### config.mk
export PLATFORM = sky130hd
export DESIGN_NAME = uart_tx_frame
export DESIGN_NICKNAME = d
export VERILOG_FILES = /design/src/rtl/uart_pkg.sv /design/src/rtl/sync_fifo.sv /design/src/rtl/uart_tx_frame.sv
export SDC_FILE = /design/constraint.sdc
export NUM_CORES = 1
export LEC_CHECK = 0
export BUFFER_PORTS_ARGS = -buffer_cell sky130_fd_sc_hd__buf_2
export CAP_MARGIN = 30
export CORE_MARGIN = 2
export CORE_UTILIZATION = 40
export CTS_CLUSTER_DIAMETER = 100
export DETAILED_ROUTE_END_ITERATION = 7
export GPL_ROUTABILITY_DRIVEN = 0
export SKIP_CTS_REPAIR_TIMING = 1
export SLEW_MARGIN = 20
export SYNTH_ARGS = -nofsm -noshare
export SYNTH_HDL_FRONTEND = slang
export SYNTH_SLANG_ARGS = --single-unit
### constraint.sdc
create_clock -name clk -period 2.3 [get_ports clk]
set_input_delay 0.46 -clock clk [delete_from_list [all_inputs] [get_ports clk]]
set_output_delay 0.46 -clock clk [all_outputs]
set_load 0.01 [all_outputs]
### src/rtl/uart_pkg.sv
// Shared definitions for the UART transmit path: parity encodings,
// transmitter FSM states and the baud divisor helper.
package uart_pkg;

    localparam int PARITY_NONE = 0;
    localparam int PARITY_EVEN = 1;
    localparam int PARITY_ODD  = 2;

    typedef enum logic [2:0] {
        ST_IDLE,
        ST_START,
        ST_DATA,
        ST_PARITY,
        ST_STOP
    } tx_state_e;

    // Clocks per line bit; integer division, the remainder is dropped.
    function automatic int baud_div(input int clk_hz, input int baud);
        return clk_hz / baud;
    endfunction

endpackage

### src/rtl/sync_fifo.sv
// Single-clock FIFO with show-ahead read data. Pointers carry one extra
// bit so that full and empty can be told apart when the indices match.
module sync_fifo #(
    parameter int WIDTH = 8,
    parameter int DEPTH = 4
) (
    input  logic                     clk,
    input  logic                     rst_n,
    input  logic                     push,
    input  logic [WIDTH-1:0]         wdata,
    input  logic                     pop,
    output logic [WIDTH-1:0]         rdata,
    output logic                     full,
    output logic                     empty,
    output logic [$clog2(DEPTH):0]   level
);

    localparam int AW = $clog2(DEPTH);

    logic [WIDTH-1:0] mem [DEPTH];
    logic [AW:0]      wr_ptr_q;
    logic [AW:0]      rd_ptr_q;
    logic             do_push;
    logic             do_pop;

    assign full    = (wr_ptr_q[AW] != rd_ptr_q[AW]) &&
                     (wr_ptr_q[AW-1:0] == rd_ptr_q[AW-1:0]);
    assign empty   = (wr_ptr_q == rd_ptr_q);
    assign level   = wr_ptr_q - rd_ptr_q;
    assign rdata   = mem[rd_ptr_q[AW-1:0]];
    assign do_push = push && !full;
    assign do_pop  = pop && !empty;

    // Pointer update; wraps naturally through the extra MSB.
    always_ff @(posedge clk or negedge rst_n) begin
        if (!rst_n) begin
            wr_ptr_q <= '0;
            rd_ptr_q <= '0;
        end else begin
            if (do_push) wr_ptr_q <= wr_ptr_q + 1'b1;
            if (do_pop)  rd_ptr_q <= rd_ptr_q + 1'b1;
        end
    end

    // Storage array holds data only, so it is left out of reset.
    always_ff @(posedge clk) begin
        if (do_push) mem[wr_ptr_q[AW-1:0]] <= wdata;
    end

endmodule

### src/rtl/uart_tx_frame.sv
// Parametrised UART transmitter: FIFO-buffered words are serialised as
// start, LSB-first data, optional parity and one or two stop bits, with
// queued frames sent back-to-back.
module uart_tx_frame
    import uart_pkg::*;
#(
    parameter int CLK_FREQ_HZ = 50_000_000,
    parameter int BAUD_RATE   = 115200,
    parameter int DATA_BITS   = 8,
    parameter int PARITY      = 0,
    parameter int STOP_BITS   = 1,
    parameter int FIFO_DEPTH  = 4
) (
    input  logic                          clk,
    input  logic                          rst_n,
    input  logic [DATA_BITS-1:0]          tx_data,
    input  logic                          tx_valid,
    output logic                          tx_ready,
    output logic                          tx,
    output logic                          busy,
    output logic [$clog2(FIFO_DEPTH):0]   fifo_level
);

    localparam int BAUD_DIV = baud_div(CLK_FREQ_HZ, BAUD_RATE);
    localparam int CNT_W    = $clog2(BAUD_DIV);
    localparam int BIT_W    = $clog2(DATA_BITS);

    if (DATA_BITS < 5 || DATA_BITS > 9) begin : g_bad_data_bits
        $error("uart_tx_frame: DATA_BITS must be in 5..9");
    end
    if (BAUD_DIV < 2) begin : g_bad_baud_div
        $error("uart_tx_frame: BAUD_DIV must be at least 2");
    end
    if (FIFO_DEPTH < 2 || (FIFO_DEPTH & (FIFO_DEPTH - 1)) != 0) begin : g_bad_depth
        $error("uart_tx_frame: FIFO_DEPTH must be a power of 2, at least 2");
    end
    if (PARITY < 0 || PARITY > 2) begin : g_bad_parity
        $error("uart_tx_frame: PARITY must be 0, 1 or 2");
    end
    if (STOP_BITS < 1 || STOP_BITS > 2) begin : g_bad_stop
        $error("uart_tx_frame: STOP_BITS must be 1 or 2");
    end

    // Parity of a word as it will appear on the line.
    function automatic logic parity_bit(input logic [DATA_BITS-1:0] d);
        return (PARITY == PARITY_ODD) ? ~^d : ^d;
    endfunction

    tx_state_e              state_q, state_d;
    logic [CNT_W-1:0]       baud_q;
    logic [BIT_W-1:0]       bit_q;
    logic                   stop_q;
    logic [DATA_BITS-1:0]   shift_q, shift_d;
    logic                   par_q, par_d;
    logic                   tx_q, tx_d;
    logic                   bit_end;
    logic                   last_data;
    logic                   last_stop;
    logic                   pop;
    logic                   fifo_full;
    logic                   fifo_empty;
    logic [DATA_BITS-1:0]   fifo_rdata;

    sync_fifo #(
        .WIDTH (DATA_BITS),
        .DEPTH (FIFO_DEPTH)
    ) u_fifo (
        .clk   (clk),
        .rst_n (rst_n),
        .push  (tx_valid && tx_ready),
        .wdata (tx_data),
        .pop   (pop),
        .rdata (fifo_rdata),
        .full  (fifo_full),
        .empty (fifo_empty),
        .level (fifo_level)
    );

    assign tx_ready  = !fifo_full;
    assign busy      = (state_q != ST_IDLE) || !fifo_empty;
    assign tx        = tx_q;
    assign bit_end   = (baud_q == CNT_W'(BAUD_DIV - 1));
    assign last_data = (bit_q == BIT_W'(DATA_BITS - 1));
    assign last_stop = (stop_q == 1'(STOP_BITS - 1));

    // Next state and FIFO pop; the last stop-bit cycle chains directly
    // into the next start bit when a word is waiting.
    always_comb begin
        state_d = state_q;
        pop     = 1'b0;
        case (state_q)
            ST_IDLE: begin
                if (!fifo_empty) begin
                    pop     = 1'b1;
                    state_d = ST_START;
                end
            end
            ST_START: begin
                if (bit_end) state_d = ST_DATA;
            end
            ST_DATA: begin
                if (bit_end && last_data)
                    state_d = (PARITY != PARITY_NONE) ? ST_PARITY : ST_STOP;
            end
            ST_PARITY: begin
                if (bit_end) state_d = ST_STOP;
            end
            ST_STOP: begin
                if (bit_end && last_stop) begin
                    if (!fifo_empty) begin
                        pop     = 1'b1;
                        state_d = ST_START;
                    end else begin
                        state_d = ST_IDLE;
                    end
                end
            end
            default: state_d = ST_IDLE;
        endcase
    end

    // Shift register and parity follow the pop; tx is precomputed from the
    // next state so the registered line changes on the same edge.
    always_comb begin
        shift_d = shift_q;
        par_d   = par_q;
        tx_d    = 1'b1;
        if (pop) begin
            shift_d = fifo_rdata;
            par_d   = parity_bit(fifo_rdata);
        end else if (state_q == ST_DATA && bit_end) begin
            shift_d = {1'b0, shift_q[DATA_BITS-1:1]};
        end
        case (state_d)
            ST_START:  tx_d = 1'b0;
            ST_DATA:   tx_d = shift_d[0];
            ST_PARITY: tx_d = par_d;
            default:   tx_d = 1'b1;
        endcase
    end

    // Control state: FSM, baud counter, bit indices and the line register.
    always_ff @(posedge clk or negedge rst_n) begin
        if (!rst_n) begin
            state_q <= ST_IDLE;
            baud_q  <= '0;
            bit_q   <= '0;
            stop_q  <= 1'b0;
            tx_q    <= 1'b1;
        end else begin
            state_q <= state_d;
            tx_q    <= tx_d;
            if (state_q == ST_IDLE || bit_end) baud_q <= '0;
            else                               baud_q <= baud_q + CNT_W'(1);
            if (state_q == ST_DATA && bit_end)
                bit_q <= last_data ? '0 : bit_q + BIT_W'(1);
            if (state_q == ST_STOP && bit_end)
                stop_q <= last_stop ? 1'b0 : stop_q + 1'b1;
        end
    end

    // Frame data path registers carry no reset.
    always_ff @(posedge clk) begin
        shift_q <= shift_d;
        par_q   <= par_d;
    end

endmodule

Word-level counts from Yosys, hierarchy flattened
Memory sizes are Yosys's and may differ from the RTL's. Index checks and enable logic that the tools add are counted.

Bits in registers: 32. Bits in writable memories: 32. Input bits: 11. Output and inout port bits: 6. Memories kept: 1.

Memories: u_fifo.mem (depth 4, bits a word 8, read ports 1, clocked after memory_dff 0, wr ports 1, line sync_fifo.sv:20) `logic [WIDTH-1:0] mem [DEPTH];`.

$add $sub $neg: 6. Equality and inequality tests: 12. Mux-type cells: 19. Bitwise operators: 1. Reductions and logical operators: 16.

Operator list (number): 2-to-1 mux 3 bit (6); 2-to-1 mux 8 bit (2); one-hot mux 3 bit (5 select lines) (1); equality test 3 x 2 -> 1 bit, second input constant (4); adder 3 x 1 -> 3 bit, second input constant (3); adder 9 x 1 -> 9 bit, second input constant (1); equality test 9 bit, second input constant (1); 2-to-1 mux 9 bit (1); logical AND 1 bit (8); parity 8 bit (1); 2-to-1 mux 1 bit (7); equality test 3 x 1 -> 1 bit, second input constant (2); equality test 3 bit, second input constant (2); equality test 3 bit (1); logical NOT 3 bit (1); one-hot mux 1 bit (3 select lines) (1); nonzero test 3 bit (1); subtractor 3 bit (1); equality test 2 bit (1); logical NOT 1 bit (2); logical OR 1 bit (2); one-hot mux 1 bit (2 select lines) (1); nonzero test 2 bit (1); adder 1 bit, second input constant (1); 2 further kinds (2).

Longest topological paths before layout
Gate-level depths: netlist (run 1).

Depth in word-level cells: 7. Depth in mapped cells: 9.

Hierarchy
From an unflattened synthesis (run 1), not the netlist that was laid out.

Cells, all modules: 195. Area total of the unflattened synthesis: 2885.3 um^2.

By module, submodules not included: sync_fifo (instances 1, cells each 87, area each 1611.5 um^2, seq. area each 1111.1 um^2); uart_tx_frame (instances 1, cells each 108, area each 1273.7 um^2, seq. area each 651.9 um^2).

Worst setup path after synthesis (run 1)
OpenSTA, ideal clock, no wires.

Kind: flip-flop to flip-flop. Start: reg u_fifo.rd_ptr_q[1]. End: reg shift_q[2] (data pin). Setup time: 0.256 ns. Arrival time: 1.723 ns. Slack: 0.320 ns. Cell stages (with the launch flop): 9. Path buffers: 2. Clock period less this slack: 1.980 ns. Cell sequence: dfrtp_1 > buf_2 > inv_1 > ha_1 > nand2_1 > o21ai_1 > nor2_1 > buf_2 > a22o_1.

Word-level cells in the longest chain between the ends: 5. Elaborated cells on any way between the ends: 6.

RTL lines: start: declaration (line sync_fifo.sv:22) `logic [AW:0] rd_ptr_q;`; start signal: assignment (line sync_fifo.sv:41) `if (do_pop) rd_ptr_q <= rd_ptr_q + 1'b1;`; equality test 3 bit (line sync_fifo.sv:28) `assign empty = (wr_ptr_q == rd_ptr_q);`; 2-to-1 mux 1 bit (line uart_tx_frame.sv:93, uart_tx_frame.sv:110); 2-to-1 mux 1 bit (line uart_tx_frame.sv:109) `if (bit_end && last_stop) begin`; one-hot mux 1 bit (2 select lines) (line uart_tx_frame.sv:91) `case (state_q)`; 2-to-1 mux 8 bit * (line uart_tx_frame.sv:128) `if (pop) begin`; net shift_d[2] (line uart_tx_frame.sv:53) `logic [DATA_BITS-1:0] shift_q, shift_d;`; end signal: assignment (line uart_tx_frame.sv:164) `shift_q <= shift_d;`; end: declaration (line uart_tx_frame.sv:53).

Mark *: on every way through the listed nets, which the timed path passes. The rest lies on a longest branch. A chain may end at the register's enable or synchronous reset.

Final worst setup path (run 1)
Start: reg state_q[0]. End: out busy.

Word-level cells in the longest chain between the ends: 2.

RTL lines: start: declaration (line uart_tx_frame.sv:49) `tx_state_e state_q, state_d;`; start signal: assignment (line uart_tx_frame.sv:151) `state_q <= state_d;`; nonzero test 3 bit (line uart_tx_frame.sv:80) `assign busy = (state_q != ST_IDLE) || !fifo_empty;`; logical OR 1 bit (line uart_tx_frame.sv:80); end: declaration (line uart_tx_frame.sv:20) `output logic busy,`.

Every way passes these cells.

==> metrics.txt, run 1 <==
Ant. Diodes 0; I/O pin count 17; Synthesized Nets ~210; Critical Path Slowest Stage Cell or4_1; H-tree levels 3; initial antenna violation count 0; Reg power frac 51.7%; mux share of post-synthesis cell area 7.24%; vias in the first global route 1,582; row count 30; Synthesis Warnings 0; leading area contributor after synthesis edfxtp_1; Area Overhead vs Synth 13.6%; Clock Skews 0.0105 ns; Synth Area in Adders under 10%; PnR worst setup slack 0.0747 ns; first-pass GRT wire length 7500 µm; clock power share 29.5%; filler cell count 608; largest family of logic cells by synthesized area simple AND/OR/NAND/NOR gates; hpwl dp 3140 µm; Slew Limit Fails 0; Clk Latency, worst-skew pair 0.34 ns; vias per inst between 4 and 5; Rel. slew slack 57.7%; Critical R2R Launch baud_q[1]; CTS Buffer Depth 2; Comb power frac a little under a fifth; Core Box Area 6790 µm²; Cell Area, Synth 2800 µm²; CP max FO 6; Seq cells post-synth 63; DR WL/cell 14.2 µm; leak pwr 1.24 nW; switching portion of total power 27.6%; Yosys top cell area share 41.8%; pre-CTS setup slack around 0.22 ns; Setup crit end kind output port; Clock transition at path regs 0.07 ns; die height 87.7 µm; critical path class reg2out; CTS buffer count 9; Hold Worst Slack 0.0859 ns; post-layout util between 40% and 50%; DRC violations left 0; fin area around 3200 µm²; EDFF count, synth 39; syn_area_per_cell 14.8 µm²; Arr. time, crit path roughly 1.8 ns; Initial Util 41.2%; final WL 4510 µm; Hold WC Path Type in2async; post-route ant nets 0; final worst path period need 2.23 ns; worst stage delay on the critical path ~0.51 ns; root buffer cell clkbuf_8; Sink Count 63; layout cell share with drive strength beyond 1 22.1%; Max Fclk 0.449 GHz; grt total ovfl 0; nets@finish 240; DP Area 3010 µm²; Compound-Gate Fraction of Synth Area 6.03%; DR pass1 iterations 4; max-cap violations 0; Tcrit/Tclk final between 90% and 100%; CP Cell Sequence or2_2 > or4_1 > buf_2; outcome finished clean; Critical Path RT 1.84 ns; Worst IR Drop VDD between 300 and 400 µV; CTS tree built; count leader, synth edfxtp_1; setup violators final 0; largest net degree at the start of global routing 23; pwr/cell area 848 nW/µm²; Starting DRT DRC Count 78; Sw Pwr between 0.7 and 0.8 mW; GRT Util Overall 13.3%; synth unique cells 41; Hold Fails Final Rpt 0; unrepaired setup endpoints after global routing no; Worst Tran Pin Value 0.630 ns; prevailing post-synth register cell edfxtp_1; vias around 1,500; Post-Synth XOR/XNOR Area under 10%; DIE AREA 7680 µm²; crit path from state_q[0]; final setup TNS 0 ns; Post-Synth Simple-Gate Area 9.75%; Die X-Extent approximately 88 µm; crit path launch type register; ys async rst share 34.9%; post-synthesis sequential area ratio 63.0%; IO buf count 16; dominant cells by area after synthesis edfxtp_1 42%, dfrtp_1 19%, mux4_2 6.4%; Int Pwr 1.95 mW; Synth Instances 189; Synth top cells by count 39 x edfxtp_1, 21 x dfrtp_1, 15 x nor2_1
## state kept, by name, indices dropped and copies added (netlist names)
signal	flops
tx	1
bit_q	3
u_fifo.mem	32
state_q	3
baud_q	9
u_fifo.rd_ptr_q	3
shift_q	8
u_fifo.wr_ptr_q	3
par_q	1
## placed cells by master, fill, tap and decap left out, types with 2 or more instances in the layout
cell type  count
buf_4          4
and2_1         2
buf_2         16
nand4_1        2
edfxtp_1      39
clkinv_2       3
xor2_1        10
nor2_1        14
nand3_1        4
clkbuf_8       9
dfrtp_1       21
dfxtp_1        2
mux2_1         2
ha_1          10
and3_1         5
a22o_1         6
nand4b_1       2
o31ai_1        2
inv_1          9
mux4_2         8
xnor2_1       10
o21ai_1        5
a21oi_1        4
nand2_1        7
clkbuf_1       3
## power groups by stage
stage / Sequential, mW / Combinational [mW] / Clock [mW]
after floorplan: 1.41 / 0.347 / 0
after global placement: 1.42 / 0.503 / 0
after detailed placement: 1.42 / 0.505 / 0
after CTS: 1.40 / 0.508 / 0.815
after global routing: 1.41 / 0.583 / 0.870
final: 1.40 / 0.508 / 0.795
## cell type report
class,count,area (µm²),area share (%)
Timing Repair Buffer,20,110,3.46
Tap cell,96,120,3.78
Inverter,10,37.5,1.18
Clock inverter,4,22.5,0.708
Clock buffer,12,135,4.25
Sequential cell,63,1760,55.4
Multi-Input combinational cell,113,992,31.2
## cells by family (layout without fill, tap and decap cells)
family | count (synthesis) | in the layout
mux | 10 | 10
buf+inv | 13 | 46
simple gates | 48 | 48
flops | 63 | 63
xor+xnor | 20 | 20
compound gates | 23 | 23
fa+ha+maj | 12 | 12
## worst max-delay path: cells and delay by family, from the launching register on
family | cells | cell delay (ns)
DFF | 1 | 0.43
and+or+nand+nor | 2 | 0.83
buffers and inverters | 1 | 0.16
## routing by layer
metal / up-vias / track usage, % / part of all wire (%)
li1: 759 / - / -
met5: - / 0 / 0
met4: 0 / 6.71 / 2.1
met2: 24 / 20.5 / 48
met1: 743 / 17.2 / 47
met3: 8 / 3.96 / 3.5
## stage by stage
stage	total power, mW	cells
after floorplan	1.75	189
after global placement	1.92	302
after detailed placement	1.93	302
after CTS	2.72	318
after global routing	2.86	318
final	2.70	318
## path summary, 6_finish.rpt
kind | to | slack, ns | depth (start not counted)
min in group clk | u_fifo.mem[0][1] | 0.34 | 1
setup reg to reg | shift_q[2] | 0.28 | 5
max in group asynchronous | tx | 1.86 | 1
setup / recovery | busy | 0.07 | 3
hold reg to reg | tx | 0.48 | 2
hold / removal | baud_q[6] | 0.09 | 1
(Power assumes the default switching activity.)
==> inputs of run 2 (changes only) <==
Settings changed: GPL_TIMING_DRIVEN set to 0.
==> metrics.txt, run 2 (same netlist as run 1, synthesis figures left out) <==
Sink Count 63 (unchanged); first-pass GRT wire length 7630 µm (+1.7%); CP max FO 4 (-2); pwr/cell area 927 nW/µm² (+9.3%); CTS tree built; Hold WC Path Type in2async; DIE AREA 7680 µm² (unchanged); GR peak layer met2; WP buf/inv 2 (+1); Arr. time, crit path 1.75 ns (-0.02 ns); Final Power 3.03 mW (+12%); most frequent cells in the layout 39 x edfxtp_1, 21 x dfrtp_1, 17 x buf_2; post-route ant nets 0 (unchanged); Hold Fails Final Rpt 0 (unchanged); final worst path period need 2.21 ns (-0.0131 ns); unrepaired setup endpoints after global routing no; Worst IR Drop VDD 461 µV (+15%); grt met1 use 17.0% (-0.21 points); final WL 4690 µm (+4.1%); vias in the first global route 1,580 (-0.13%); I/O pin count 17 (unchanged); Critical R2R Launch baud_q[1]; hpwl dp 3120 µm (-0.47%); crit path launch type register; Clk Latency, worst-skew pair 0.33 ns (about the same); Area Overhead vs Synth 16.8%; Core Box Area 6790 µm² (unchanged); CP Cell Sequence inv_2 > ha_1 > nand2_2 > or4_1 > buf_2; outcome finished clean; PnR worst setup slack 0.0879 ns (+0.0131 ns); routing usage on met2 22.4% (+1.9 points); final setup TNS 0 ns (unchanged); DRC violations left 0 (unchanged); CP top delay family simple AND/OR/NAND/NOR gates; die height 87.7 µm (unchanged); GRT Util Overall 13.6% (+0.29 points); IO buf count 16 (unchanged); nets@finish 241 (+0.42%); worst stage delay on the critical path 0.40 ns (-0.11 ns); Die X-Extent 87.7 µm (unchanged); Non-Filler Instances 318 (unchanged); Clock transition at path regs 0.08 ns (about the same); max-cap violations 0 (unchanged); row count 30 (unchanged); vias 1,559 (+1.6%); Worst Tran Pin Value 0.646 ns (+0.0165 ns); pre-CTS setup slack -0.0426 ns (-0.265 ns); Ant. Diodes 0 (unchanged); Tcrit/Tclk final 96.2% (-0.57 points); layout cell share with drive strength beyond 1 23.4% (+1.4 points); met3 Track Usage GR 3.68% (-0.28 points); leak pwr 1.28 nW (+3.3%); Initial Util 41.2% (unchanged); post-layout util 48.1% (+1.3 points); root buffer cell clkbuf_8; setup violators final 0 (unchanged); H-tree levels 3 (unchanged); initial antenna violation count 0 (unchanged); Clock Skews 0.0126 ns (+0.00213 ns); Max Fclk 0.452 GHz (+0.59%); grt total ovfl 0 (unchanged); critical path class reg2out; Critical Path RT 1.84 ns (about the same); crit path from u_fifo.wr_ptr_q[0]; Setup crit end kind output port; DR pass1 iterations 4 (unchanged); dpl cells 301 (-0.33%); CTS buffer count 9 (unchanged); largest net degree at the start of global routing 23 (unchanged); leading cell type in the layout, fill and taps excluded edfxtp_1; Critical Path Slowest Stage Cell or4_1; Slew Limit Fails 0 (unchanged); CTS Buffer Depth 2 (unchanged); number of flip-flops in the largest register 32 (unchanged); DR WL/cell 14.8 µm (+4.1%); vias per inst 4.90 (+1.6%); Starting DRT DRC Count 58 (-26%); Rel. slew slack 56.6% (-1.1 points)
-- run 2: cell type report --
cell class	count	area, µm²
Sequential cell	63	1760
Clock inverter	6	110
Timing Repair Buffer	18	95.1
Fill cell	604	3520
Buffer	3	27.5
Inverter	10	37.5
Tap cell	96	120
Clock buffer	9	124
Multi-Input combinational cell	113	992
-- run 2: worst register-to-register path, cell delays in order, from the launching register on --
cell and delay [ns]:
dfrtp_1 0.44, inv_1 0.08, ha_1 0.15, nand4bb_1 0.21
or3_4 0.48, o21ai_1 0.37
-- run 2: report_power, final --
group | total [mW] | internal, mW | switching (mW)
sequential | 1.40 | 1.35 | 0.0468
clock | 1.13 | 0.712 | 0.420
combinational | 0.500 | 0.210 | 0.290
total | 3.03 | 2.27 | 0.756
-- run 2: through the flow --
step,area (µm²),hold WS (ns)
after floorplan,2800,0.164
after global placement,3000,0.468
after detailed placement,3000,0.465
after CTS,3230,0.113
after global routing,3270,0.145
final,3270,0.0993
-- run 2: layer usage --
| metal | vias up | routed length, µm | part of all wire [%] |
|---|---|---|---|
| li1 | 764 | - | - |
| met1 | 758 | 2220 | 47 |
| met2 | 31 | 2230 | 48 |
| met3 | 6 | 174 | 3.7 |
| met4 | 0 | 66 | 1.4 |
| met5 | - | 0 | 0 |
-- run 2: final timing paths --
| check | slack, ns | to | depth (start not counted) |
|---|---|---|---|
| min | 0.1 | baud_q[0] | 1 |
| max | 0.09 | busy | 5 |
| min reg2reg | 0.47 | tx | 2 |
| max in group asynchronous | 1.83 | tx | 1 |
| min in group clk | 0.34 | u_fifo.mem[0][5] | 1 |
| max reg2reg | 0.19 | shift_q[5] | 5 |
